$ cat config.mk
export PLATFORM = sky130hd
export DESIGN_NAME = axi2per_bridge
export DESIGN_NICKNAME = d
export VERILOG_FILES = /design/src/rtl/axi2per_bridge.sv
export SDC_FILE = /design/constraint.sdc
export NUM_CORES = 1
export LEC_CHECK = 0
export ABC_CLOCK_PERIOD_IN_PS = 2800
export BUFFER_PORTS_ARGS = -buffer_cell sky130_fd_sc_hd__buf_4
export CAP_MARGIN = 20
export CORE_MARGIN = 4
export CORE_UTILIZATION = 35
export DETAILED_ROUTE_END_ITERATION = 10
export SLEW_MARGIN = 15
export SYNTH_ARGS = -nofsm -noshare
export SYNTH_HDL_FRONTEND = slang
export SYNTH_SLANG_ARGS = --single-unit
$ cat constraint.sdc
create_clock -name clk_i -period 2.8 [get_ports clk_i]
set_input_delay 0.28 -clock clk_i [delete_from_list [all_inputs] [get_ports clk_i]]
set_output_delay 0.28 -clock clk_i [all_outputs]
set_load 0.02 [all_outputs]
$ cat src/rtl/axi2per_bridge.sv
// axi2per_bridge: AXI4 slave to 32-bit peripheral-bus master, one beat per peripheral access.
module axi2per_bridge #(
  parameter int AXI_ADDR_WIDTH = 32,
  parameter int AXI_ID_WIDTH   = 4,
  parameter int PER_ID_WIDTH   = 5
) (
  input  logic                      clk_i,
  input  logic                      rst_i,
  input  logic                      axi_slave_aw_valid,
  input  logic [AXI_ADDR_WIDTH-1:0] axi_slave_aw_addr,
  input  logic [7:0]                axi_slave_aw_len,
  input  logic [1:0]                axi_slave_aw_burst,
  input  logic [AXI_ID_WIDTH-1:0]   axi_slave_aw_id,
  output logic                      axi_slave_aw_ready,
  input  logic                      axi_slave_w_valid,
  input  logic [31:0]               axi_slave_w_data,
  input  logic [3:0]                axi_slave_w_strb,
  input  logic                      axi_slave_w_last,
  output logic                      axi_slave_w_ready,
  output logic                      axi_slave_b_valid,
  output logic [1:0]                axi_slave_b_resp,
  output logic [AXI_ID_WIDTH-1:0]   axi_slave_b_id,
  input  logic                      axi_slave_b_ready,
  input  logic                      axi_slave_ar_valid,
  input  logic [AXI_ADDR_WIDTH-1:0] axi_slave_ar_addr,
  input  logic [7:0]                axi_slave_ar_len,
  input  logic [1:0]                axi_slave_ar_burst,
  input  logic [AXI_ID_WIDTH-1:0]   axi_slave_ar_id,
  output logic                      axi_slave_ar_ready,
  output logic                      axi_slave_r_valid,
  output logic [31:0]               axi_slave_r_data,
  output logic [1:0]                axi_slave_r_resp,
  output logic                      axi_slave_r_last,
  output logic [AXI_ID_WIDTH-1:0]   axi_slave_r_id,
  input  logic                      axi_slave_r_ready,
  output logic                      per_master_req,
  output logic [AXI_ADDR_WIDTH-1:0] per_master_add,
  output logic                      per_master_we,
  output logic [31:0]               per_master_wdata,
  output logic [3:0]                per_master_be,
  output logic [PER_ID_WIDTH-1:0]   per_master_id,
  input  logic                      per_master_gnt,
  input  logic                      per_master_r_valid,
  input  logic                      per_master_r_opc,
  input  logic [31:0]               per_master_r_rdata,
  output logic                      busy_o
);
  typedef enum logic [2:0] {IDLE, RD_REQ, RD_WAIT, RD_RESP, WR_DATA, WR_REQ, WR_WAIT, WR_RESP} state_t;
  state_t                    state;
  logic                      rr_wr;
  logic [AXI_ADDR_WIDTH-1:0] addr;
  logic [7:0]                len;
  logic [7:0]                cnt;
  logic [1:0]                burst;
  logic [AXI_ID_WIDTH-1:0]   id;
  logic                      err;
  logic                      ropc;
  logic [31:0]               rdata;
  logic [31:0]               wdata;
  logic [3:0]                strb;
  logic                      sel_rd;
  logic                      last;
  logic [AXI_ADDR_WIDTH-1:0] nxt_addr;
  logic                      unused;
  assign unused   = axi_slave_w_last;
  // rr_wr set means the next collision goes to the write channel
  assign sel_rd   = axi_slave_ar_valid && (!axi_slave_aw_valid || !rr_wr);
  assign last     = cnt == len;
  assign nxt_addr = burst == 2'b00 ? addr : addr + AXI_ADDR_WIDTH'(4);
  assign axi_slave_ar_ready = state == IDLE && sel_rd;
  assign axi_slave_aw_ready = state == IDLE && axi_slave_aw_valid && !sel_rd;
  assign axi_slave_w_ready  = state == WR_DATA;
  assign axi_slave_b_valid  = state == WR_RESP;
  assign axi_slave_b_resp   = {err, 1'b0};
  assign axi_slave_b_id     = id;
  assign axi_slave_r_valid  = state == RD_RESP;
  assign axi_slave_r_data   = rdata;
  assign axi_slave_r_resp   = {ropc, 1'b0};
  assign axi_slave_r_last   = state == RD_RESP && last;
  assign axi_slave_r_id     = id;
  assign per_master_req     = state == RD_REQ || state == WR_REQ;
  assign per_master_add     = addr;
  assign per_master_we      = state == WR_REQ;
  assign per_master_wdata   = wdata;
  assign per_master_be      = state == WR_REQ ? strb : state == RD_REQ ? 4'hF : 4'h0;
  assign per_master_id      = '0;
  assign busy_o             = state != IDLE;
  always_ff @(posedge clk_i) begin
    if (rst_i) begin
      state <= IDLE;
      rr_wr <= 1'b0;
      addr  <= '0;
      len   <= '0;
      cnt   <= '0;
      burst <= '0;
      id    <= '0;
      err   <= 1'b0;
      ropc  <= 1'b0;
      rdata <= '0;
      wdata <= '0;
      strb  <= '0;
    end else begin
      case (state)
        IDLE: begin
          if (axi_slave_ar_valid && axi_slave_aw_valid) rr_wr <= !rr_wr;
          if (axi_slave_ar_ready) begin
            addr  <= axi_slave_ar_addr;
            len   <= axi_slave_ar_len;
            burst <= axi_slave_ar_burst;
            id    <= axi_slave_ar_id;
            cnt   <= '0;
            err   <= 1'b0;
            state <= RD_REQ;
          end else if (axi_slave_aw_ready) begin
            addr  <= axi_slave_aw_addr;
            len   <= axi_slave_aw_len;
            burst <= axi_slave_aw_burst;
            id    <= axi_slave_aw_id;
            cnt   <= '0;
            err   <= 1'b0;
            state <= WR_DATA;
          end
        end
        RD_REQ: if (per_master_gnt) state <= RD_WAIT;
        RD_WAIT: if (per_master_r_valid) begin
          rdata <= per_master_r_rdata;
          ropc  <= per_master_r_opc;
          state <= RD_RESP;
        end
        RD_RESP: if (axi_slave_r_ready) begin
          if (last) state <= IDLE;
          else begin
            addr  <= nxt_addr;
            cnt   <= cnt + 8'd1;
            state <= RD_REQ;
          end
        end
        WR_DATA: if (axi_slave_w_valid) begin
          wdata <= axi_slave_w_data;
          strb  <= axi_slave_w_strb;
          // an all-zero strobe beat needs no peripheral access
          if (axi_slave_w_strb != 4'h0) state <= WR_REQ;
          else if (last) state <= WR_RESP;
          else begin
            addr <= nxt_addr;
            cnt  <= cnt + 8'd1;
          end
        end
        WR_REQ: if (per_master_gnt) state <= WR_WAIT;
        WR_WAIT: if (per_master_r_valid) begin
          err <= err | per_master_r_opc;
          if (last) state <= WR_RESP;
          else begin
            addr  <= nxt_addr;
            cnt   <= cnt + 8'd1;
            state <= WR_DATA;
          end
        end
        WR_RESP: if (axi_slave_b_ready) state <= IDLE;
        default: state <= IDLE;
      endcase
    end
  end
endmodule

==> results.yml <==
logic_synthesis:
  synth_cell_types: 75
  yosysTopAreaCellShare_pct: 39.0
  synth_enable_flop_cells: 0
  synthArstFlopShare_pct: 0
  avgSynthCellArea_sq_um: 7.70
  yosysWarnings: 0
  seq_area_frac_synth_pct: 39.0
  syn_area_sq_mm: 0.00658
  synth_area_leaders: "dfxtp_1, nand2_1, a21oi_1, clkbuf_1, mux2_2"
  ys.flop_type: "dfxtp_1"
  synth_top_area_cell: "dfxtp_1"
  synthCells: 854
  ys_top_cells_by_count: "nand2_1, dfxtp_1, a21oi_1"
  synth-seq-cells: 128
  yosysMostFrequentCell: "nand2_1"
timing:
  worstMarginPinSlew_ns: 0.879
  rsz0062_at_grt: "false"
  post-route-min-period_ns: 2.52
  hold_viol_final: 0
  fin_crit_sh_pct: 89.9
  timing.final.ws_setup_ns: 0.283
  fmax_ghz: 0.397
  setup_viol: 0
  maxSlewViolCount: 0
  tns_ns: 0
  fin_skew_ns: 0.00824
  slew_headroom_pct: 40.7
setup_path:
  cp-end-kind: "output pin"
  worstPathRequired_ns: 2.52
  crit_path_max_fanout: 25
  crit_family: "buffers and inverters"
  cp.arrival_ns: 2.24
  critical_path.startpoint_type: "flop"
  reg2reg_depth: 6
  cp_num_cells: 6
  cp_common_cell: "buf_4"
  path_buf_inv: 4
  cp_cell_sequence: "buf_4 > nor3_2 > nand2_1 > inv_2 > buf_4 > buf_4"
  cpMaxStageDelayCell: "dfxtp_1"
  cpPeakStageDelay_ns: 0.45
  critPathKind: "reg2out"
placed_design:
  dpl.cell_count: 1335
  dp_slack_ns: 0.242
  gp_congestion: 0.845
  portBuffers: 288
  dp_hpwl_um: 17000
clocking:
  worst_setup_hold_path_clk_slew_ns: 0.06
  clock_path_buffers: 2
  postCtsSetupRepairBufs: 0
  hold_buffers: 0
  cts-root-buf: "clkbuf_16"
  tritoncts: "built"
  clock_latency_ns: 0.42
  cts_resized: 0
  cts.sinks: 128
  cts_made_buffers: 17
  htreeDepth: 4
layout:
  drive_gt1_share_pct: 34.5
  stdcell_count: 1366
  n_antenna_cell: 0
  fin_nets: 1298
  syn_to_final_growth_pct: 45.9
route:
  drtAntennaViolNets: 0
  vias_per_cell: 5.26
  drcViolationCount: 0
  first_pass_iters: 5
  vias: 7183
  drt_wl_total_um: 23000
  dr.first_iter.drc_count: 413
  avgRoutedWirePerCell_um: 16.8
power:
  power_density_mw_per_mm2: 995
  vdd_drop_max_uv: 501
  leakagePower_nw: 4.03
grt:
  grt_usage_pct: 21.5
  grt_max_degree: 47
  grt_pass1_wl_um: 37500
  first_global_vias: 7022
  grt-ovfl-total: 0
  antenna_found_initial: 0
floorplan:
  dieWidth_um: 145
  start_util_pct: 36.1
  boundaryPins: 297
  rows: 49
  die_y_um: 145
  dieArea_sq_mm: 0.0210
  fp.coreArea_sq_mm: 0.0182
hold_path:
  hold_class: "in2reg"
  hold_path_depth: 3
flow_run:
  maxCapViolations: 0
status:
  status: "finished clean"
## through the flow
| step | power [mW] | area (sq um) | utilization (%) | hold slack [ns] |
|---|---|---|---|---|
| after global routing | 10.2 | 9600 | 52.7 | 0.0999 |
| after CTS | 9.63 | 9600 | 52.7 | 0.0888 |
| final | 9.55 | 9600 | 52.7 | 0.108 |
| after floorplan | 5.56 | 6600 | - | 0.416 |
| after global placement | 7.23 | 8980 | 49.3 | 0.443 |
| after detailed placement | 7.26 | 8980 | 49.3 | 0.447 |
## layout make-up
type                    instances  area (sq um)
multi-input cells             634          3610
clock inverters                13           188
inverters                      18          67.6
clock buffers                  18           429
flip-flops and latches        128          2560
fillers                      1810          8610
well taps                     229           287
repair buffers                326          2450
## worst register-to-register path, stage by stage (launching register included)
cell and delay [ns]:
dfxtp_1 0.61, and3b_1 0.23, o21ai_0 0.69, a221o_1 0.41
nor2_1 0.09, buf_4 0.19, a221oi_2 0.22
## flip-flops by register name, summed over array words and instances, names as in the netlist
register          count
per_master_wdata     32
ropc                  1
per_master_add       32
state                 3
rr_wr                 1
strb                  4
err                   1
axi_slave_b_id        4
burst                 2
len                   8
cnt                   8
axi_slave_r_data     32
## cells by family after synthesis
logic type	after synthesis	synth area share [%]
AND/OR/NAND/NOR	345	23.5
AO/OA/AOI/OAI	252	25.9
flip-flops	128	39.0
buffers and inverters	98	6.77
multiplexers	19	3.18
XOR/XNOR	9	1.20
adder cells (fa/ha/maj)	2	0.380
other	1	0.0570
## layout by cell type, fill, tap and decap left out, types with 8 or more instances in the layout
cell / netlist / routed
buf_4: 15 / 326
nand2_1: 205 / 205
dfxtp_1: 128 / 128
a21oi_1: 103 / 102
nor2_1: 40 / 40
nand3_1: 25 / 25
o21ai_0: 23 / 23
a31oi_1: 19 / 19
nor3_1: 17 / 17
clkbuf_16: 0 / 17
inv_1: 15 / 15
mux2_2: 15 / 15
o31ai_1: 15 / 15
a311oi_1: 14 / 14
o32ai_1: 11 / 11
nand4_1: 10 / 10
a211oi_1: 11 / 10
nor4_1: 9 / 9
xor2_1: 8 / 8
or4_1: 8 / 8
## per-layer routing
metal  vias to the layer above  share of wire, %  GRT usage (%)  wire length, um
li1                       3616                 -              -                -
met5                         -                 0              0                0
met1                      3313                43           27.2             9840
met4                         0               1.6           6.27              372
met3                        24               5.9           5.08             1360
met2                       230                50           36.7            11400
## power breakdown
part / total [mW] / switching, mW / internal (mW)
combinational: 4.53 / 2.63 / 1.90
clock: 2.33 / 0.843 / 1.49
sequential: 2.68 / 0.449 / 2.23
## final timing paths
check / start / slack [ns] / endpoint
setup / recovery: state[0] / 0.28 / axi_slave_ar_ready
hold reg to reg: axi_slave_r_data[7] / 0.45 / axi_slave_r_data[7]
setup reg to reg: state[0] / 0.29 / per_master_add[17]
hold / removal: axi_slave_w_data[12] / 0.11 / per_master_wdata[12]
(Power assumes the default switching activity.)
